`src/rtl/sys_bus_pkg.sv`:
```
// Shared types and constants for the system bus arbiter and decoder.
// Owner/state encodings, decoder address regions and the timeout read value.
package sys_bus_pkg;

    typedef enum logic [1:0] {
        OWN_NONE = 2'b00,
        OWN_M0   = 2'b01,
        OWN_M1   = 2'b10
    } owner_e;

    typedef enum logic [1:0] {
        ST_IDLE,
        ST_OWN_M0,
        ST_OWN_M1
    } state_e;

    localparam logic [31:0] ROM_BASE  = 32'h0000_0000;
    localparam logic [31:0] RAM_BASE  = 32'h1000_0000;
    localparam logic [31:0] GPIO_BASE = 32'h2000_0000;
    localparam logic [31:0] UART_BASE = 32'h3000_0000;

    localparam logic [31:0] TIMEOUT_RDATA = 32'h0;

    function automatic owner_e own_of(state_e s);
        case (s)
            ST_OWN_M0: own_of = OWN_M0;
            ST_OWN_M1: own_of = OWN_M1;
            default:   own_of = OWN_NONE;
        endcase
    endfunction

endpackage

```
`src/rtl/sys_bus_arbiter_if.sv`:
```
// One bus master port: request/address/data towards the slave side,
// read data and ready back. Used for both masters and the shared bus.
interface sys_bus_arbiter_if;

    logic        req;
    logic [31:0] addr;
    logic [31:0] wdata;
    logic [3:0]  wmask;
    logic        wen;
    logic [31:0] rdata;
    logic        ready;

    modport master (
        output req, addr, wdata, wmask, wen,
        input  rdata, ready
    );

    modport slave (
        input  req, addr, wdata, wmask, wen,
        output rdata, ready
    );

endinterface

```
`src/rtl/bus_wdog.sv`:
```
// Bus transfer watchdog: counts stalled owned cycles, forces completion
// at the limit and keeps a sticky error flag.
module bus_wdog #(
    parameter int TIMEOUT_CYCLES = 1024,
    parameter int CNT_W          = 16
) (
    input  logic clk,
    input  logic rst_n,
    input  logic active,
    input  logic bus_ready,
    input  logic err_clr,
    output logic force_done,
    output logic timeout_err
);

    logic [CNT_W-1:0] tmo_cnt;

    assign force_done = active && !bus_ready &&
                        (tmo_cnt == CNT_W'(TIMEOUT_CYCLES - 1));

    always_ff @(posedge clk or negedge rst_n) begin
        if (!rst_n) begin
            tmo_cnt <= '0;
        end else if (!active || bus_ready || force_done) begin
            tmo_cnt <= '0;
        end else begin
            tmo_cnt <= tmo_cnt + 1'b1;
        end
    end

    // a new timeout beats a simultaneous clear
    always_ff @(posedge clk or negedge rst_n) begin
        if (!rst_n) begin
            timeout_err <= 1'b0;
        end else if (force_done) begin
            timeout_err <= 1'b1;
        end else if (err_clr) begin
            timeout_err <= 1'b0;
        end
    end

endmodule

```
`src/rtl/sys_bus_arbiter.sv`:
```
// Two-master bus arbiter: fixed priority to M0 with a starvation guard
// for M1, grant held across slave waits, watchdog-forced completion.
module sys_bus_arbiter
    import sys_bus_pkg::*;
#(
    parameter int STARVE_LIMIT   = 4,
    parameter int TIMEOUT_CYCLES = 1024,
    parameter int CNT_W          = 16
) (
    input  logic                clk,
    input  logic                rst_n,
    sys_bus_arbiter_if.slave    m0,
    sys_bus_arbiter_if.slave    m1,
    sys_bus_arbiter_if.master   bus,
    output logic [1:0]          owner,
    output logic                timeout_err,
    input  logic                err_clr
);

    localparam logic [3:0] SL = 4'(STARVE_LIMIT);

    state_e     state;
    state_e     state_nxt;
    state_e     pick;
    logic [3:0] starve_cnt;
    logic [3:0] starve_inc;
    logic [3:0] starve_nxt;
    logic       own0;
    logic       own1;
    logic       active;
    logic       force_done;
    logic       done;

    assign own0   = (state == ST_OWN_M0);
    assign own1   = (state == ST_OWN_M1);
    assign active = (own0 && m0.req) || (own1 && m1.req);
    assign done   = active && (bus.ready || force_done);

    bus_wdog #(
        .TIMEOUT_CYCLES (TIMEOUT_CYCLES),
        .CNT_W          (CNT_W)
    ) u_wdog (
        .clk         (clk),
        .rst_n       (rst_n),
        .active      (active),
        .bus_ready   (bus.ready),
        .err_clr     (err_clr),
        .force_done  (force_done),
        .timeout_err (timeout_err)
    );

    always_ff @(posedge clk or negedge rst_n) begin
        if (!rst_n) begin
            state      <= ST_IDLE;
            owner      <= OWN_NONE;
            starve_cnt <= '0;
        end else begin
            state      <= state_nxt;
            owner      <= own_of(state_nxt);
            starve_cnt <= starve_nxt;
        end
    end

    // arbitration sees the starve count including this cycle's M0 completion
    always_comb begin
        starve_inc = starve_cnt;
        if (own0 && done && m1.req) begin
            starve_inc = (starve_cnt >= SL) ? SL : starve_cnt + 4'd1;
        end

        pick = ST_IDLE;
        if (m1.req && (!m0.req || starve_inc >= SL)) begin
            pick = ST_OWN_M1;
        end else if (m0.req) begin
            pick = ST_OWN_M0;
        end

        state_nxt = state;
        unique case (state)
            ST_IDLE: state_nxt = pick;
            ST_OWN_M0: begin
                if (!m0.req) state_nxt = ST_IDLE;
                else if (done) state_nxt = pick;
            end
            ST_OWN_M1: begin
                if (!m1.req) state_nxt = ST_IDLE;
                else if (done) state_nxt = pick;
            end
            default: state_nxt = ST_IDLE;
        endcase

        starve_nxt = starve_inc;
        if (!m1.req || state_nxt == ST_OWN_M1) begin
            starve_nxt = '0;
        end
    end

    always_comb begin
        bus.req   = 1'b0;
        bus.addr  = '0;
        bus.wdata = '0;
        bus.wmask = '0;
        bus.wen   = 1'b0;
        m0.ready  = 1'b0;
        m0.rdata  = '0;
        m1.ready  = 1'b0;
        m1.rdata  = '0;
        unique case (1'b1)
            own0: begin
                bus.req   = 1'b1;
                bus.addr  = m0.addr;
                bus.wdata = m0.wdata;
                bus.wmask = m0.wmask;
                bus.wen   = m0.wen;
                m0.ready  = done;
                if (done) m0.rdata = force_done ? TIMEOUT_RDATA : bus.rdata;
            end
            own1: begin
                bus.req   = 1'b1;
                bus.addr  = m1.addr;
                bus.wdata = m1.wdata;
                bus.wmask = m1.wmask;
                bus.wen   = m1.wen;
                m1.ready  = done;
                if (done) m1.rdata = force_done ? TIMEOUT_RDATA : bus.rdata;
            end
            default: ;
        endcase
    end

endmodule

```
`src/flat_wrapper.sv`:
```
// flat-port wrapper written by rule: the top's interface ports become plain ports
module sys_bus_arbiter_flat import sys_bus_pkg::*;
#(
    parameter int STARVE_LIMIT   = 4,
    parameter int TIMEOUT_CYCLES = 1024,
    parameter int CNT_W          = 16
)
  (clk, rst_n, owner, timeout_err, err_clr, m0_req, m0_addr, m0_wdata, m0_wmask, m0_wen, m0_rdata, m0_ready, m1_req, m1_addr, m1_wdata, m1_wmask, m1_wen, m1_rdata, m1_ready, bus_req, bus_addr, bus_wdata, bus_wmask, bus_wen, bus_rdata, bus_ready);
  sys_bus_arbiter_if m0_i ();
  sys_bus_arbiter_if m1_i ();
  sys_bus_arbiter_if bus_i ();
  input  logic clk;
  input  logic rst_n;
  output logic [1:0] owner;
  output logic timeout_err;
  input  logic err_clr;
  input wire logic [$bits(m0_i.req)-1:0] m0_req;
  input wire logic [$bits(m0_i.addr)-1:0] m0_addr;
  input wire logic [$bits(m0_i.wdata)-1:0] m0_wdata;
  input wire logic [$bits(m0_i.wmask)-1:0] m0_wmask;
  input wire logic [$bits(m0_i.wen)-1:0] m0_wen;
  output wire logic [$bits(m0_i.rdata)-1:0] m0_rdata;
  output wire logic [$bits(m0_i.ready)-1:0] m0_ready;
  input wire logic [$bits(m1_i.req)-1:0] m1_req;
  input wire logic [$bits(m1_i.addr)-1:0] m1_addr;
  input wire logic [$bits(m1_i.wdata)-1:0] m1_wdata;
  input wire logic [$bits(m1_i.wmask)-1:0] m1_wmask;
  input wire logic [$bits(m1_i.wen)-1:0] m1_wen;
  output wire logic [$bits(m1_i.rdata)-1:0] m1_rdata;
  output wire logic [$bits(m1_i.ready)-1:0] m1_ready;
  output wire logic [$bits(bus_i.req)-1:0] bus_req;
  output wire logic [$bits(bus_i.addr)-1:0] bus_addr;
  output wire logic [$bits(bus_i.wdata)-1:0] bus_wdata;
  output wire logic [$bits(bus_i.wmask)-1:0] bus_wmask;
  output wire logic [$bits(bus_i.wen)-1:0] bus_wen;
  input wire logic [$bits(bus_i.rdata)-1:0] bus_rdata;
  input wire logic [$bits(bus_i.ready)-1:0] bus_ready;
  assign m0_i.req = m0_req;
  assign m0_i.addr = m0_addr;
  assign m0_i.wdata = m0_wdata;
  assign m0_i.wmask = m0_wmask;
  assign m0_i.wen = m0_wen;
  assign m0_rdata = m0_i.rdata;
  assign m0_ready = m0_i.ready;
  assign m1_i.req = m1_req;
  assign m1_i.addr = m1_addr;
  assign m1_i.wdata = m1_wdata;
  assign m1_i.wmask = m1_wmask;
  assign m1_i.wen = m1_wen;
  assign m1_rdata = m1_i.rdata;
  assign m1_ready = m1_i.ready;
  assign bus_req = bus_i.req;
  assign bus_addr = bus_i.addr;
  assign bus_wdata = bus_i.wdata;
  assign bus_wmask = bus_i.wmask;
  assign bus_wen = bus_i.wen;
  assign bus_i.rdata = bus_rdata;
  assign bus_i.ready = bus_ready;
  sys_bus_arbiter #(.STARVE_LIMIT(STARVE_LIMIT), .TIMEOUT_CYCLES(TIMEOUT_CYCLES), .CNT_W(CNT_W)) u_core (.clk(clk), .rst_n(rst_n), .m0(m0_i), .m1(m1_i), .bus(bus_i), .owner(owner), .timeout_err(timeout_err), .err_clr(err_clr));
endmodule
```
`config.mk`:
```
export PLATFORM = sky130hd
export DESIGN_NAME = sys_bus_arbiter_flat
export DESIGN_NICKNAME = d
export VERILOG_FILES = /design/src/rtl/sys_bus_pkg.sv /design/src/rtl/sys_bus_arbiter_if.sv /design/src/rtl/bus_wdog.sv /design/src/rtl/sys_bus_arbiter.sv /design/src/flat_wrapper.sv
export SDC_FILE = /design/constraint.sdc
export NUM_CORES = 1
export LEC_CHECK = 0
export CORE_AREA = 2 2 121 123
export DETAILED_ROUTE_END_ITERATION = 10
export DIE_AREA = 0 0 123 125
export PLACE_DENSITY = 0.63
export SLEW_MARGIN = 20
export SYNTH_ARGS = -nofsm -noshare
export SYNTH_HDL_FRONTEND = slang
export SYNTH_SLANG_ARGS = --single-unit
```
`constraint.sdc`:
```
create_clock -name clk -period 6.1 [get_ports clk]
set_clock_uncertainty 0.15 [all_clocks]
set_input_delay 0.61 -clock clk [delete_from_list [all_inputs] [get_ports clk]]
set_output_delay 0.61 -clock clk [all_outputs]
set_load 0.02 [all_outputs]
```
==> metrics.txt <==
# TYPE chip_impl_metric gauge
chip_impl_info{name="run_status",value="finished, final reports clean"} 1
chip_impl_metric{name="worst_ep_arrival_time",unit="ps"} 2900
chip_impl_metric{name="power.share.combinational",unit="%"} 76.8
chip_impl_info{name="yosys_most_used_dff",value="dfrtp_1"} 1
chip_impl_metric{name="place.gp.congestion",unit=""} 0.836
chip_impl_info{name="routed.top_layer",value="met4"} 1
chip_impl_metric{name="synth_enable_flop_cells",unit=""} 0
chip_impl_info{name="crit_type",value="reg -> out"} 1
chip_impl_metric{name="final.period_utilization",unit="%"} 60.0
chip_impl_metric{name="detail_route.wirelength",unit="um"} 14200
chip_impl_metric{name="remaining_drc_errors",unit=""} 0
chip_impl_metric{name="nets",unit=""} 843
chip_impl_metric{name="power.share.sequential",unit="%"} 13.0
chip_impl_metric{name="detailroute.wirelength.met2",unit="um"} 7560
chip_impl_metric{name="cts.clk_slew.worst_paths",unit="ps"} 60
chip_impl_metric{name="holdBufCountCts",unit=""} 0
chip_impl_metric{name="slew_viol_final",unit=""} 0
chip_impl_metric{name="drt_first_pass_iters",unit=""} 4
chip_impl_metric{name="power_switching_share",unit="%"} 43.5
chip_impl_metric{name="netlist_instances",unit=""} 369
chip_impl_metric{name="routedLengthMet1",unit="um"} 5200
chip_impl_metric{name="gr-total-overflow",unit=""} 0
chip_impl_metric{name="wire_length_of_the_first_global_routing_pass",unit="um"} 21100
chip_impl_metric{name="syn-cell-area",unit="um2"} 2830
chip_impl_metric{name="cts_inserted_buffers",unit=""} 3
chip_impl_metric{name="largest_net_degree_at_the_start_of_global_routing",unit=""} 73
chip_impl_metric{name="number_of_synthesized_register_bits",unit=""} 25
chip_impl_metric{name="reported_net_switching_power",unit="uW"} 618
chip_impl_metric{name="final.setup.tns",unit="ps"} 0
chip_impl_metric{name="route.detailed.wl_per_inst",unit="um"} 16.9
chip_impl_metric{name="post_synth_num_cell_types",unit=""} 44
chip_impl_metric{name="fmaxAchievable",unit="MHz"} 273
chip_impl_metric{name="vias_per_cell",unit=""} 4.55
chip_impl_metric{name="cap_violations",unit=""} 0
chip_impl_metric{name="fp.dieArea",unit="um2"} 15400
chip_impl_metric{name="cts.htree.levels",unit=""} 1
chip_impl_metric{name="timing.final.crit_period",unit="ps"} 3660
chip_impl_info{name="cp-end-kind",value="output pin"} 1
chip_impl_metric{name="insertedDiodeCount",unit=""} 0
chip_impl_metric{name="port_buffers",unit=""} 314
chip_impl_info{name="cts_root_buffer",value="clkbuf_16"} 1
chip_impl_metric{name="final-setup-viol-count",unit=""} 0
chip_impl_metric{name="synth_nets",unit=""} 551
chip_impl_metric{name="clock_group_share_of_total_power",unit="%"} 10.3
chip_impl_metric{name="syn_avg_cell_area",unit="um2"} 7.68
chip_impl_metric{name="die_h",unit="um"} 125
chip_impl_metric{name="initial_utilization",unit="%"} 19.9
chip_impl_metric{name="boundary_pin_count",unit=""} 315
chip_impl_metric{name="synth_seq_area_share",unit="%"} 22.1
chip_impl_metric{name="clock_path_buffers",unit=""} 2
chip_impl_metric{name="final-hold-violation-count",unit=""} 0
chip_impl_metric{name="first_global_vias",unit=""} 3907
chip_impl_metric{name="totalPowerFinal",unit="uW"} 1420
chip_impl_metric{name="worst_ep_required_time",unit="ps"} 5340
chip_impl_metric{name="dpl.hpwl",unit="um"} 11400
chip_impl_metric{name="relSlewSlack",unit="%"} 31.7
chip_impl_metric{name="internal_cell_power",unit="uW"} 801
chip_impl_info{name="setup_repair_after_global_routing_missed_its_margin",value="false"} 1
chip_impl_metric{name="antenna_found_initial",unit=""} 0
chip_impl_metric{name="leakage",unit="uW"} 0.00219
chip_impl_metric{name="floorplan.rows",unit=""} 44
chip_impl_metric{name="critPathMaxFanout",unit=""} 71
chip_impl_info{name="clock_tree_from_tritoncts",value="yes"} 1
chip_impl_metric{name="first_iter_violations",unit=""} 153
chip_impl_metric{name="yosys_warnings",unit=""} 0
chip_impl_metric{name="p_per_area",unit="nW/um2"} 229
chip_impl_metric{name="cts_repair_resize_count",unit=""} 0
chip_impl_metric{name="fp.dieW",unit="um"} 123
chip_impl_metric{name="dp_cells",unit=""} 840
chip_impl_metric{name="num_vias",unit=""} 3841
chip_impl_metric{name="core_area",unit="um2"} 14200
chip_impl_metric{name="post_cts.repair.setup_buffers",unit=""} 0
chip_impl_metric{name="drtAntennaViolNets",unit=""} 0
chip_impl_metric{name="route.met3.wl",unit="um"} 1240
chip_impl_metric{name="clock_insertion_delay_worst_skew",unit="ps"} 260
chip_impl_info{name="worst_hold_path_type",value="in -> async"} 1
chip_impl_metric{name="max_slew.worst_pin.slew",unit="ps"} 1020
chip_impl_metric{name="layout-area-overhead-vs-synth",unit="%"} 118
chip_impl_metric{name="grt.total_usage",unit="%"} 17.4
chip_impl_metric{name="clkSinkCount",unit=""} 25
chip_impl_metric{name="vdd_ir_drop_max",unit="V"} 0.000114
chip_impl_metric{name="proportion_of_synthesized_flip_flops_having_asynchronous_set_or_reset",unit="%"} 100
chip_impl_metric{name="final_cell_count_no_fill",unit=""} 844
chip_impl_metric{name="layout-drive-gt1-share",unit="%"} 3.18
chip_impl_info{name="startpoint_type",value="register"} 1
chip_impl_metric{name="fillCellCount",unit=""} 1420
-- flip-flops by register name, summed over array words and instances (netlist names) --
name and count:
u_core.owner 2, u_core.u_wdog.timeout_err 1, u_core.u_wdog.tmo_cnt 16, u_core.starve_cnt 4, u_core.state 2
-- cell type report --
cell class / count / area [um2] / share of cell area (%)
inverter: 9 / 33.8 / 0.546
timing repair buffer: 318 / 3170 / 51.2
clock inverter: 1 / 5.00 / 0.0809
clock buffer: 3 / 75.1 / 1.21
sequential: 25 / 626 / 10.1
tap: 184 / 230 / 3.72
multi-input combinational: 304 / 2050 / 33.1
-- power groups by stage --
stage / Sequential, uW / Combinational [uW] / Clock [uW]
after floorplan: 190 / 605 / 0
after global placement: 186 / 1090 / 0
after detailed placement: 187 / 1090 / 0
after CTS: 184 / 1100 / 150
after global routing: 185 / 1160 / 156
final: 184 / 1090 / 145
-- layout by cell type (no fill, tap or decap), drive strengths merged, types with 2 or more instances in the layout --
cell type      count
a21oi              3
nand3              7
nand4              2
nor2              23
buf                5
nand2             10
xnor2              6
clkbuf             3
ha                 6
xor2               6
and2              66
nor4               2
a211oi             4
mux2i              2
o21ai              4
or2                2
a22oi             69
dfrtp             25
nor2b             69
and4               2
inv                9
nor3               4
or3                2
o22ai              2
clkdlybuf4s50    313
-- layer usage --
layer	global-route usage (%)	up-vias
li1	-	1868
met2	33.0	157
met3	5.61	17
met4	2.94	0
met1	18.7	1799
met5	0	-
-- metrics by stage --
stage          setup slack, ps  cell area [um2]  hold slack, ps  utilization (%)
3_3_place_gp              2660             6110             316             43.0
2_1_floorplan             3370             2830             164                -
3_5_place_dp              2620             6110             345             43.0
6_report                  2440             6190             184             43.6
4_1_cts                   2430             6190             357             43.6
5_1_grt                   2220             6190             229             43.6
-- synthesized netlist by cell type, types with 2 or more instances --
master	instances	area share, %
xor2_1	6	1.9
dfrtp_1	25	22
clkbuf_1	25	3.3
xnor2_1	6	1.9
nand4_1	2	0.44
o21ai_0	4	0.71
a21oi_1	3	0.53
a22oi_1	69	18
and2_1	65	14
and4_1	2	0.62
ha_1	6	2.7
buf_1	3	0.40
nor3_1	4	0.71
nor2b_1	69	15
a211oi_1	3	0.79
inv_1	9	1.2
nand2_1	10	1.3
nor2_1	23	3.0
or3_1	2	0.44
nand3_1	7	1.2
mux2i_1	2	0.71
buf_6	2	0.79
-- worst max-delay path: stages (launching register included) --
cell	delay, ps
dfrtp_1	400
inv_1	120
ha_2	190
buf_4	570
nand2_1	170
nor2_1	130
buf_4	270
and2_1	190
clkdlybuf4s50_1	600
-- worst paths after layout --
| check | start | cells after the start | slack, ps | to |
|---|---|---|---|---|
| min | rst_n | 1 | 180 | u_core.u_wdog.tmo_cnt[9] |
| max | u_core.state[0] | 8 | 2440 | m1_rdata[20] |
| min reg2reg | u_core.u_wdog.tmo_cnt[0] | 1 | 360 | u_core.u_wdog.tmo_cnt[0] |
| min in group clk | u_core.u_wdog.tmo_cnt[0] | 1 | 360 | u_core.u_wdog.tmo_cnt[0] |
| max reg2reg | u_core.u_wdog.tmo_cnt[0] | 6 | 3210 | u_core.starve_cnt[0] |
| max in group asynchronous | rst_n | 1 | 5240 | u_core.state[1] |
-- cells by family (layout without fill, tap and decap cells) --
kind of cell,after synthesis,in the layout,share of synthesized area (%)
buffers and inverters,40,331,5.87
AOI/OAI and AO/OA,92,92,24.9
and+or+nand+nor,192,192,40.1
adders and majority gates,6,6,2.65
DFF,25,25,22.1
xor gates and xnor gates,12,12,3.71
muxes,2,2,0.707
Power figures use the tool's default switching activity.
